==> config.mk <==
export PLATFORM = sky130hd
export DESIGN_NAME = dmem_arbiter
export DESIGN_NICKNAME = d
export VERILOG_FILES = /design/src/rtl/dmem_arb_pkg.sv /design/src/rtl/dmem_arbiter_rr.sv /design/src/rtl/dmem_arbiter.sv
export SDC_FILE = /design/constraint.sdc
export NUM_CORES = 1
export LEC_CHECK = 0
export BUFFER_PORTS_ARGS = -buffer_cell sky130_fd_sc_hd__buf_2
export CORE_MARGIN = 4
export CORE_UTILIZATION = 40
export CTS_CLUSTER_SIZE = 40
export DETAILED_ROUTE_END_ITERATION = 10
export GPL_TIMING_DRIVEN = 1
export HOLD_SLACK_MARGIN = 0.02
export PLACE_DENSITY = 0.77
export SYNTH_ARGS = -nofsm -noshare
export SYNTH_HDL_FRONTEND = slang
export SYNTH_SLANG_ARGS = --single-unit
==> constraint.sdc <==
create_clock -name clk -period 2.1 [get_ports clk]
set_input_delay 0.42 -clock clk [delete_from_list [all_inputs] [get_ports clk]]
set_output_delay 0.42 -clock clk [all_outputs]
set_load 0.01 [all_outputs]
==> src/rtl/dmem_arb_pkg.sv <==
// Shared constants, state encoding and packed-slice helpers for dmem_arbiter.
package dmem_arb_pkg;

  localparam int NCORE_DEF = 4;
  localparam int AW_DEF    = 16;
  localparam int DW_DEF    = 16;

  typedef logic [1:0] state_t;
  localparam state_t S_IDLE  = 2'd0;
  localparam state_t S_ISSUE = 2'd1;
  localparam state_t S_WAIT  = 2'd2;
  localparam state_t S_RESP  = 2'd3;

  // Core i occupies bits [i*w +: w] of a flattened per-core bus.
  function automatic int slice_lo(input int idx, input int w);
    return idx * w;
  endfunction

  function automatic int slice_hi(input int idx, input int w);
    return idx * w + w - 1;
  endfunction

endpackage

==> src/rtl/dmem_arbiter_rr.sv <==
// Combinational round-robin picker: first set req at or above rr_ptr, with wrap.
module rr_arbiter
  import dmem_arb_pkg::*;
#(
  parameter int NCORE = NCORE_DEF,
  parameter int IW    = 2
) (
  input  logic [NCORE-1:0] req,
  input  logic [IW-1:0]    rr_ptr,
  output logic [IW-1:0]    winner,
  output logic             valid
);

  logic [NCORE-1:0] rot;

  // Rotate so rr_ptr lands at bit 0; lowest set bit of rot is the winner.
  assign rot = NCORE'({req, req} >> rr_ptr);

  always_comb begin
    int s;
    s      = 0;
    winner = '0;
    valid  = 1'b0;
    for (int k = NCORE - 1; k >= 0; k--) begin
      if (rot[k]) begin
        s = int'(rr_ptr) + k;
        if (s >= NCORE) s = s - NCORE;
        valid  = 1'b1;
        winner = IW'(s);
      end
    end
  end

endmodule

==> src/rtl/dmem_arbiter.sv <==
// Round-robin arbiter sharing one data memory among NCORE cores.
// Define DMEM_ARB_RDCOMBINE_EN to ack all same-address readers off one read.
module dmem_arbiter
  import dmem_arb_pkg::*;
#(
  parameter int NCORE   = NCORE_DEF,
  parameter int AW      = AW_DEF,
  parameter int DW      = DW_DEF,
  parameter int MEM_LAT = 1
) (
  input  logic                clk,
  input  logic                reset,
  input  logic [NCORE-1:0]    req,
  input  logic [NCORE-1:0]    we,
  input  logic [NCORE*AW-1:0] addr,
  input  logic [NCORE*DW-1:0] wdata,
  output logic [NCORE-1:0]    ack,
  output logic [DW-1:0]       rdata,
  output logic [AW-1:0]       mem_addr,
  output logic [DW-1:0]       mem_din,
  output logic                mem_read,
  output logic                mem_write,
  input  logic [DW-1:0]       mem_dout,
  output logic                busy
);

  localparam int IW = (NCORE > 1) ? $clog2(NCORE) : 1;
  localparam int CW = $clog2(MEM_LAT + 1);

  state_t            state_q, state_d;
  logic [IW-1:0]     win_q, win_d;
  logic [IW-1:0]     rr_ptr_q, rr_ptr_d;
  logic              we_q, we_d;
  logic [AW-1:0]     maddr_q, maddr_d;
  logic [DW-1:0]     mdin_q, mdin_d;
  logic              mrd_q, mrd_d;
  logic              mwr_q, mwr_d;
  logic [NCORE-1:0]  ack_q, ack_d;
  logic [DW-1:0]     rdata_q, rdata_d;
  logic [CW-1:0]     cnt_q, cnt_d;

  logic [IW-1:0]     arb_win;
  logic              arb_vld;

  rr_arbiter #(.NCORE(NCORE), .IW(IW)) u_rr (
    .req    (req),
    .rr_ptr (rr_ptr_q),
    .winner (arb_win),
    .valid  (arb_vld)
  );

`ifdef DMEM_ARB_RDCOMBINE_EN
  // Other readers parked on the address being read can share this result.
  logic [NCORE-1:0] comb_hit;
  for (genvar g = 0; g < NCORE; g++) begin : g_hit
    assign comb_hit[g] = req[g] && !we[g] && (addr[g*AW +: AW] == maddr_q);
  end
`endif

  always_comb begin
    state_d  = state_q;
    win_d    = win_q;
    rr_ptr_d = rr_ptr_q;
    we_d     = we_q;
    maddr_d  = maddr_q;
    mdin_d   = mdin_q;
    mrd_d    = 1'b0;
    mwr_d    = 1'b0;
    ack_d    = '0;
    rdata_d  = rdata_q;
    cnt_d    = cnt_q;
    case (state_q)
      S_IDLE: begin
        if (arb_vld) begin
          state_d = S_ISSUE;
          win_d   = arb_win;
          we_d    = we[arb_win];
          maddr_d = addr[slice_lo(int'(arb_win), AW) +: AW];
          mdin_d  = wdata[slice_lo(int'(arb_win), DW) +: DW];
          mrd_d   = !we[arb_win];
          mwr_d   = we[arb_win];
        end
      end
      S_ISSUE: begin
        if (we_q || MEM_LAT == 1) begin
          state_d = S_RESP;
        end else begin
          state_d = S_WAIT;
          cnt_d   = CW'(MEM_LAT - 2);
        end
      end
      S_WAIT: begin
        if (cnt_q == '0) state_d = S_RESP;
        else             cnt_d   = cnt_q - CW'(1);
      end
      S_RESP: begin
        state_d  = S_IDLE;
        rr_ptr_d = (win_q == IW'(NCORE - 1)) ? '0 : win_q + IW'(1);
      end
      default: state_d = S_IDLE;
    endcase

    // ack and rdata are registered on the edge that enters RESP.
    if (state_d == S_RESP && state_q != S_RESP) begin
      ack_d[win_q] = 1'b1;
      if (!we_q) begin
        rdata_d = mem_dout;
`ifdef DMEM_ARB_RDCOMBINE_EN
        ack_d = ack_d | comb_hit;
`endif
      end
    end
  end

  always_ff @(posedge clk or posedge reset) begin
    if (reset) begin
      state_q  <= S_IDLE;
      win_q    <= '0;
      rr_ptr_q <= '0;
      we_q     <= 1'b0;
      maddr_q  <= '0;
      mdin_q   <= '0;
      mrd_q    <= 1'b0;
      mwr_q    <= 1'b0;
      ack_q    <= '0;
      rdata_q  <= '0;
      cnt_q    <= '0;
    end else begin
      state_q  <= state_d;
      win_q    <= win_d;
      rr_ptr_q <= rr_ptr_d;
      we_q     <= we_d;
      maddr_q  <= maddr_d;
      mdin_q   <= mdin_d;
      mrd_q    <= mrd_d;
      mwr_q    <= mwr_d;
      ack_q    <= ack_d;
      rdata_q  <= rdata_d;
      cnt_q    <= cnt_d;
    end
  end

  assign ack       = ack_q;
  assign rdata     = rdata_q;
  assign mem_addr  = maddr_q;
  assign mem_din   = mdin_q;
  assign mem_read  = mrd_q;
  assign mem_write = mwr_q;
  assign busy      = (state_q != S_IDLE);

endmodule

# == After elaboration in Yosys (flattened, before gate mapping) ==
# Cells that the tools add are included.
# word_totals
reg_bits,62
elab_cells,70
inputBits,154
# op_classes
n_lt_le_gt_ge,7
shift,3
bitwise_logic,1
n_addsub,9
reduce_logical,7
eq_ne,6
mux,26
# op_table
cell,n
variable part select 64 x 7 -> 16 bit,2
2-to-1 mux 2 bit,11
2-to-1 mux 1 bit,11
>= comparator 3 bit (second input constant),3
equality test 2 bit (second input constant),4
one-hot mux 2 bit (4 select lines),1
>> shifter 8 x 2 -> 4 bit,1
subtractor 2 x 1 -> 2 bit (second input constant),4
adder 2 x 2 -> 3 bit (second input constant),2
< comparator 2 x 3 -> 1 bit (second input constant),2
2-to-1 mux 4 bit,1
AND reduction 2 bit,2
adder 2 x 1 -> 3 bit (second input constant),1
>= comparator 2 x 3 -> 1 bit (second input constant),1
adder 2 x 1 -> 2 bit (second input constant),1
binary-select mux 1 bit (select 2 bit),1
demux 1 bit (select 2 bit),1
equality test 2 x 1 -> 1 bit (second input constant),1
>= comparator 2 x 1 -> 1 bit (second input constant),1
logical AND 1 bit,2
logical NOT 2 bit,1
inequality test 2 bit (second input constant),1
nonzero test 2 bit,1
logical NOT 1 bit,1
other kinds (2),2

# == Logic depth before layout (Yosys ltp) ==
# Gate-level depths: netlist of the first run.
# logic_depth
word_depth,12
depth_mapped,8

# == Hierarchy ==
# A second synthesis of the first run with hierarchy kept.
# unflattened
cells_unflattened,200
area_unflattened_um2,3245.6
# by_module_without_submodules
module,cells_per_inst,area_each_um2,n_inst,seq_area_each_um2
dmem_arbiter,185,3168.0,1,1526.5
rr_arbiter,15,77.6,1,0.0

# == Worst setup path after synthesis of the first run ==
# No wires, ideal clock.
# synth_timing
path_type,register to register
from,register state_q[0]
to,register rdata_q[0] (netlist: rdata[0])
slack_ns,0.150
path_buffers,2
setup_ns,0.125
t_required_ns,1.975
t_arrival_ns,1.825
path_stages_with_launch,7
path_cell_list,dfrtp_1 inv_1 ha_1 nor2b_1 clkbuf_1 buf_1 mux2_2
# synth_via
elab_chain_cells,5
elab_cells_between_ends,11
classes_between,5 x eq/ne; 3 x mux; 3 x reduce/logical
# synth_rtl
item,line,source
start: declaration,dmem_arbiter.sv:30,"state_t state_q, state_d;"
start signal: assignment,dmem_arbiter.sv:129,state_q <= state_d;
equality test 2 bit (tied with other cells),dmem_arbiter.sv:72,case (state_q)
one-hot mux 2 bit (4 select lines) (*),dmem_arbiter.sv:72,
via state_d[1],dmem_arbiter.sv:30,
equality test 2 bit (*),dmem_arbiter.sv:104,if (state_d == S_RESP && state_q != S_RESP) begin
logical AND 1 bit (*),dmem_arbiter.sv:104,
AND reduction 2 bit (no line) (*),-,
end signal: assignment,dmem_arbiter.sv:138,rdata_q <= rdata_d;
end: declaration,dmem_arbiter.sv:39,"logic [DW-1:0] rdata_q, rdata_d;"
# Mark *: on every way through the listed nets, which the timed path passes. The rest lies on a longest branch.
# A chain may end at the register's enable or synchronous reset.

# == Worst setup path in the final report of the first run ==
# layout_timing
from,register rr_ptr_q[1]
to,register maddr_q[15] (netlist: mem_addr[15])
# layout_via
elab_chain_cells,8
elab_cells_between_ends,26
classes_between,7 x add/sub; 4 x order compare; 2 x shift; 12 x mux; 1 x reduce/logical
# layout_rtl
item,line,source
start: declaration,dmem_arbiter.sv:32,"logic [IW-1:0] rr_ptr_q, rr_ptr_d;"
start signal: assignment,dmem_arbiter.sv:131,rr_ptr_q <= rr_ptr_d;
adder 2 x 2 -> 3 bit,dmem_arbiter_rr.sv:26,s = int'(rr_ptr) + k;
>= comparator 3 bit / subtractor 2 x 1 -> 2 bit (equally long branches),dmem_arbiter_rr.sv:27,if (s >= NCORE) s = s - NCORE;
2-to-1 mux 2 bit,dmem_arbiter_rr.sv:27,
2-to-1 mux 2 bit (4 in a row),dmem_arbiter_rr.sv:25,if (rot[k]) begin
variable part select 64 x 7 -> 16 bit,dmem_arbiter.sv:78,"maddr_d = addr[slice_lo(int'(arb_win), AW) +: AW];"
end signal: assignment,dmem_arbiter.sv:133,maddr_q <= maddr_d;
end: declaration,dmem_arbiter.sv:34,"logic [AW-1:0] maddr_q, maddr_d;"
# Several ways; a longest one is shown, not always the timed one.

==> impl_metrics.json, run 1 <==
{
  "status": "complete, no violations",
  "cts.sinks": 61,
  "power_frac_seq": 0.291,
  "grt_max_degree": 68,
  "root_buffer": "clkbuf_8",
  "cts_tree": "built",
  "cts-hold-fix-buffers": 0,
  "netSwitchingPower_mw": 2.95,
  "core_mm2": 0.00872,
  "worst_slack_ps": 119,
  "vdd_drop_max_v": 0.000609,
  "viasPerCell": 5.38,
  "hold_class": "in -> async",
  "yosysSeqAreaShare": 0.427,
  "combinationalPowerShare": 0.557,
  "dp_hpwl_um": 8150,
  "post-route-period-util": 0.943,
  "rsz0062_at_grt": "no",
  "die-area_mm2": 0.0105,
  "slowest_stage": "or4_4",
  "cp_num_buf_inv": 1,
  "cts_buffer_depth": 2,
  "report.final.hold_viol_count": 0,
  "worstPathCellList": "or4_4, buf_12, and3_1, a211oi_2, o31ai_1",
  "io_pins": 209,
  "cpLargestDelayFamily": "simple AND/OR/NAND/NOR gates",
  "ys.flop_type": "dfrtp_1",
  "dieHeight_um": 103,
  "cp.required_ps": 2300,
  "slew_viol_final": 0,
  "ys_types": 31,
  "dp_cells": 654,
  "io_buffers": 208,
  "antenna_found_initial": 0,
  "slowest_delay_ps": 590,
  "die_x_um": 103,
  "crit_path_start_kind": "register",
  "drv_cap": 0,
  "areaGrowthSynthToFinish_pct": 38.7,
  "gp_congestion": 0.857,
  "clk_latency_ps": 330,
  "async_flop_share": 1.00,
  "fin_area_mm2": 0.00496,
  "dpl_cell_area_mm2": 0.00474,
  "tightest_slew_ps": 451,
  "wl_per_cell_um": 16.4,
  "htreeDepth": 3,
  "drive_above_1_share": 0.473,
  "path_clk_slew_ps": 80,
  "p_int_mw": 4.17,
  "totalWireLength_um": 11000,
  "layout.cells.non_filler": 670,
  "netlist_area_mm2": 0.00357,
  "synth_cells": 362,
  "drtIter0Drc": 134,
  "synth-seq-cells": 61,
  "pre_cts_slack_ps": -275,
  "leakagePower_nw": 2.58,
  "cp_data_arrival_time_ps": 2180,
  "setup_viol": 0,
  "postLayoutCoreUtil": 0.568,
  "num_rows": 34,
  "syn_avg_cell_area_um2": 9.87,
  "numCtsBuffers": 9,
  "start_util": 0.410,
  "nNetsFinal": 718,
  "power_density_mw_per_mm2": 1440,
  "firstDrtPassIters": 4,
  "synth_fp_nets": 523,
  "worst_setup_path_end_kind": "register",
  "synth_enable_flop_cells": 0,
  "num_antenna_cells": 0,
  "detail-route-antenna-nets": 0,
  "fin_crit_ps": 1980,
  "finalClockSkew_ps": 11.1,
  "grtUsageTotal": 0.205,
  "drc": 0,
  "sw_frac_of_total": 0.414,
  "num_vias": 3602,
  "path_class": "reg -> reg",
  "fin_hold_ws_ps": 88.7,
  "grt_first_pass_wirelength_um": 17000,
  "fmax_ghz": 0.505,
  "clkPwrFrac": 0.152,
  "crit_fanout": 64,
  "grt_pass1_vias": 3530,
  "yosysWarnings": 0,
  "maxSlewHeadroom": 0.699,
  "grt.overflow.total": 0
}
## cells by family (layout without fill, tap and decap cells)
group,count (synthesis),after routing,synth area share
mux,18,18,0.0567
fa+ha+maj,7,7,0.0245
compound gates,111,111,0.238
buf+inv,42,242,0.0658
flops,61,61,0.427
simple gates,123,123,0.188
## registers in the layout, summed over array words and instances (netlist names), 2 cells and up
name,cells
state_q,2
rdata,16
mem_addr,16
win_q,2
rr_ptr_q,2
mem_din,16
ack,4
## per-stage QoR
step           TNS [ps]  total power, mW
5_1_grt               0             7.70
4_1_cts               0             7.20
3_5_place_dp       -428             6.10
3_3_place_gp       -272             5.96
2_1_floorplan         0             4.73
6_report              0             7.12
## path summary, 6_finish.rpt
kind | start | to | slack [ps] | depth (start not counted)
max | rr_ptr_q[1] | mem_addr[15] | 120 | 5
min | reset | rdata[15] | 90 | 2
max reg2reg | rr_ptr_q[1] | mem_addr[15] | 120 | 5
min reg2reg | mem_addr[6] | mem_addr[6] | 470 | 2
max in group asynchronous | reset | mem_din[7] | 1440 | 3
min in group clk | mem_dout[14] | rdata[14] | 320 | 2
## synth_stat cells, types with 5 or more instances
master,n,share of area
mux2_2,18,0.057
dfrtp_1,61,0.43
clkbuf_1,18,0.019
buf_6,9,0.028
nor2_1,5,0.0053
inv_1,6,0.0063
nor2b_1,5,0.0088
ha_1,7,0.025
o31ai_1,32,0.067
and2_1,5,0.0088
buf_2,5,0.0070
a211oi_1,61,0.13
nand2_1,38,0.040
and3_1,65,0.11
## routing by layer
metal / up-vias / track usage / part of all wire
met2: 147 / 0.365 / 0.49
met1: 1680 / 0.253 / 0.42
met5: - / 0 / 0
li1: 1766 / - / -
met3: 9 / 0.0379 / 0.079
met4: 0 / 0.0616 / 0.012
## cell type report
cell class                      instances  area (um^2)
Clock buffer                           10          138
Clock inverter                          6         71.3
Fill cell                             816         3760
Inverter                                6         22.5
Multi-Input combinational cell        259         1820
Sequential cell                        61         1530
Tap cell                              108          135
Timing Repair Buffer                  220         1240
## placed cells by master, fill, tap and decap left out
cell type,instances
a211o_1,2
a211oi_1,60
a211oi_2,5
a21boi_0,1
a21o_2,1
a21oi_1,1
a41oi_1,1
and2_1,5
and3_1,65
buf_12,9
buf_2,208
buf_4,3
bufinv_16,1
clkbuf_8,10
clkinv_4,2
clkinvlp_4,2
dfrtp_1,61
ha_1,7
inv_1,5
inv_2,1
inv_6,1
mux2_2,18
nand2_1,38
nand2_2,1
nand3_1,2
nor2_1,4
nor2_2,1
nor2b_1,5
o211a_1,1
o211ai_1,1
o21ai_0,4
o21ba_2,1
o21bai_1,1
o31ai_1,32
or4_4,1
or4b_4,1
## what timing repair did
item | CTS | global route
resized for setup | 1 | 0
buffers inserted | 0 | 0
endpoints found under the setup margin | 1 | 0
## power groups by stage
stage               clock, mW  combinational, mW  sequential [mW]
floorplan                   0               2.42             2.31
global placement            0               3.89             2.07
detailed placement          0               4.00             2.10
CTS                      1.11               4.01             2.08
global route             1.17               4.38             2.15
finish                   1.08               3.97             2.07
No activity file was read; power rests on OpenSTA's default activity.
==> inputs of run 2 (changes only) <==
==> constraint.sdc (replaced) <==
create_clock -name clk -period 1.6 [get_ports clk]
set_input_delay 0.32 -clock clk [delete_from_list [all_inputs] [get_ports clk]]
set_output_delay 0.32 -clock clk [all_outputs]
set_load 0.01 [all_outputs]
==> run 2 against run 1 <==
The flow now finishes with violations (negative setup slack). Register-to-register slack lost 440 ps. Die area is the same. Hold slack lost 21 ps. Total power grew 58%. First-iteration DRC count grew 6.0%. Clock skew grew 3.2 ps. Global-route usage grew 2.4 points. Highest routed layer is now met5. Via count grew 6.0%. Count of clock-buffer cells in the layout is the same. Utilization grew 8.4 points.
==> impl_metrics.json, run 2 (synthesized netlist as in run 1, its figures left out) <==
{
  "drc": 0,
  "viasPerCell": 5.51,
  "die-area_mm2": 0.0105,
  "post-route-period-util": 1.20,
  "cp.required_ps": 1820,
  "cts.sinks": 61,
  "layout_common_cells": "buf_2, dfrtp_1, and3_1, a211oi_2, nand2_1",
  "start_util": 0.410,
  "antenna_found_initial": 1,
  "setup_viol": 36,
  "path_class": "reg -> reg",
  "dp_hpwl_um": 8610,
  "path_clk_slew_ps": 80,
  "r2r-start": "rr_ptr_q[0]",
  "report.final.hold_viol_count": 0,
  "detail-route-antenna-nets": 0,
  "setup_tns_ps": -9650,
  "pre_cts_slack_ps": -496,
  "layout.cells.non_filler": 693,
  "totalWireLength_um": 12700,
  "wl_met3_um": 769,
  "crit_path_start_kind": "register",
  "dpl_cell_area_mm2": 0.00487,
  "grt_first_pass_wirelength_um": 18800,
  "fin_crit_ps": 1920,
  "grtUsageTotal": 0.229,
  "io_pins": 209,
  "die_x_um": 103,
  "clk_latency_ps": 340,
  "tightest_slew_ps": 439,
  "dp_cells": 662,
  "grt_pass1_vias": 3908,
  "num_antenna_cells": 0,
  "worst_setup_path_end_kind": "register",
  "root_buffer": "clkbuf_8",
  "worst_slack_ps": -319,
  "num_vias": 3817,
  "fin_area_mm2": 0.00569,
  "vdd_drop_max_v": 0.000990,
  "violations": "negative setup slack",
  "core_mm2": 0.00872,
  "io_buffers": 208,
  "gp_congestion": 0.863,
  "slew_viol_final": 0,
  "hold_class": "in -> async",
  "finalClockSkew_ps": 14.3,
  "fin_hold_ws_ps": 67.7,
  "drv_cap": 0,
  "power_density_mw_per_mm2": 1980,
  "drtIter0Drc": 142,
  "htreeDepth": 3,
  "highest_layer": "met5",
  "wl_met1_um": 5290,
  "cts_tree": "built",
  "maxSlewHeadroom": 0.707,
  "cts-hold-fix-buffers": 0,
  "grt.overflow.total": 0,
  "crit_fanout": 30,
  "leakagePower_nw": 2.83,
  "critPathLaunch": "rr_ptr_q[0]",
  "dieHeight_um": 103,
  "num_rows": 34,
  "drive_above_1_share": 0.610,
  "final_common_cell": "buf_2",
  "status": "finished with violations",
  "fmax_ghz": 0.521,
  "areaGrowthSynthToFinish_pct": 59.3,
  "wl_per_cell_um": 18.4,
  "grt_max_degree": 35,
  "wl_met2_um": 6420,
  "nNetsFinal": 741,
  "rsz0062_at_grt": "yes",
  "numCtsBuffers": 9,
  "firstDrtPassIters": 4,
  "cp_data_arrival_time_ps": 2140,
  "cts_buffer_depth": 2
}
[run 2: area by class of cell]
| type | instances | area (um^2) |
|---|---|---|
| Clock buffer | 10 | 138 |
| Clock inverter | 6 | 71.3 |
| Fill cell | 734 | 3030 |
| Inverter | 6 | 26.3 |
| Multi-Input combinational cell | 260 | 2200 |
| Sequential cell | 61 | 1530 |
| Tap cell | 108 | 135 |
| Timing Repair Buffer | 242 | 1590 |
[run 2: worst paths after layout]
| check | endpoint | slack (ps) | cells after the start |
|---|---|---|---|
| setup / recovery | mem_din[6] | -320 | 6 |
| hold / removal | rdata[6] | 70 | 3 |
| setup reg to reg | mem_din[6] | -320 | 6 |
| hold reg to reg | mem_addr[14] | 480 | 2 |
| max in group asynchronous | rr_ptr_q[0] | 1180 | 3 |
| min in group clk | rdata[13] | 200 | 2 |
[run 2: repair_timing]
item / in CTS / in global routing
setup endpoints to repair: 37 / 53
pin swaps: 9 / 18
buffers inserted: 3 / 5
gates cloned: 5 / 2
gates resized for setup: 39 / 39
hold endpoints to repair: 0 / 0
[run 2: through the flow]
step | total power [mW] | utilization
finish | 11.3 | 0.653
global route | 12.0 | 0.653
CTS | 10.6 | 0.620
detailed placement | 8.24 | 0.558
global placement | 8.03 | 0.558
floorplan | 6.39 | -
[run 2: layer usage]
layer | vias up | track usage
met5 | - | 0
met3 | 25 | 0.0379
li1 | 1809 | -
met1 | 1837 | 0.280
met4 | 2 | 0.0898
met2 | 144 | 0.403
[run 2: worst max-delay path, cell delays in order, from the launching register on]
cell and delay [ps]:
dfrtp_1 440, nor2b_4 60, or4_4 620, buf_12 190
and3_4 170, a211oi_2 210, o31ai_1 100
[run 2: where the power goes]
part | switching [mW] | internal, mW | leakage (nW)
clock network | 0.687 | 0.773 | 0.0991
logic | 3.55 | 3.52 | 1.98
registers | 0.426 | 2.32 | 0.743
total | 4.66 | 6.62 | 2.83
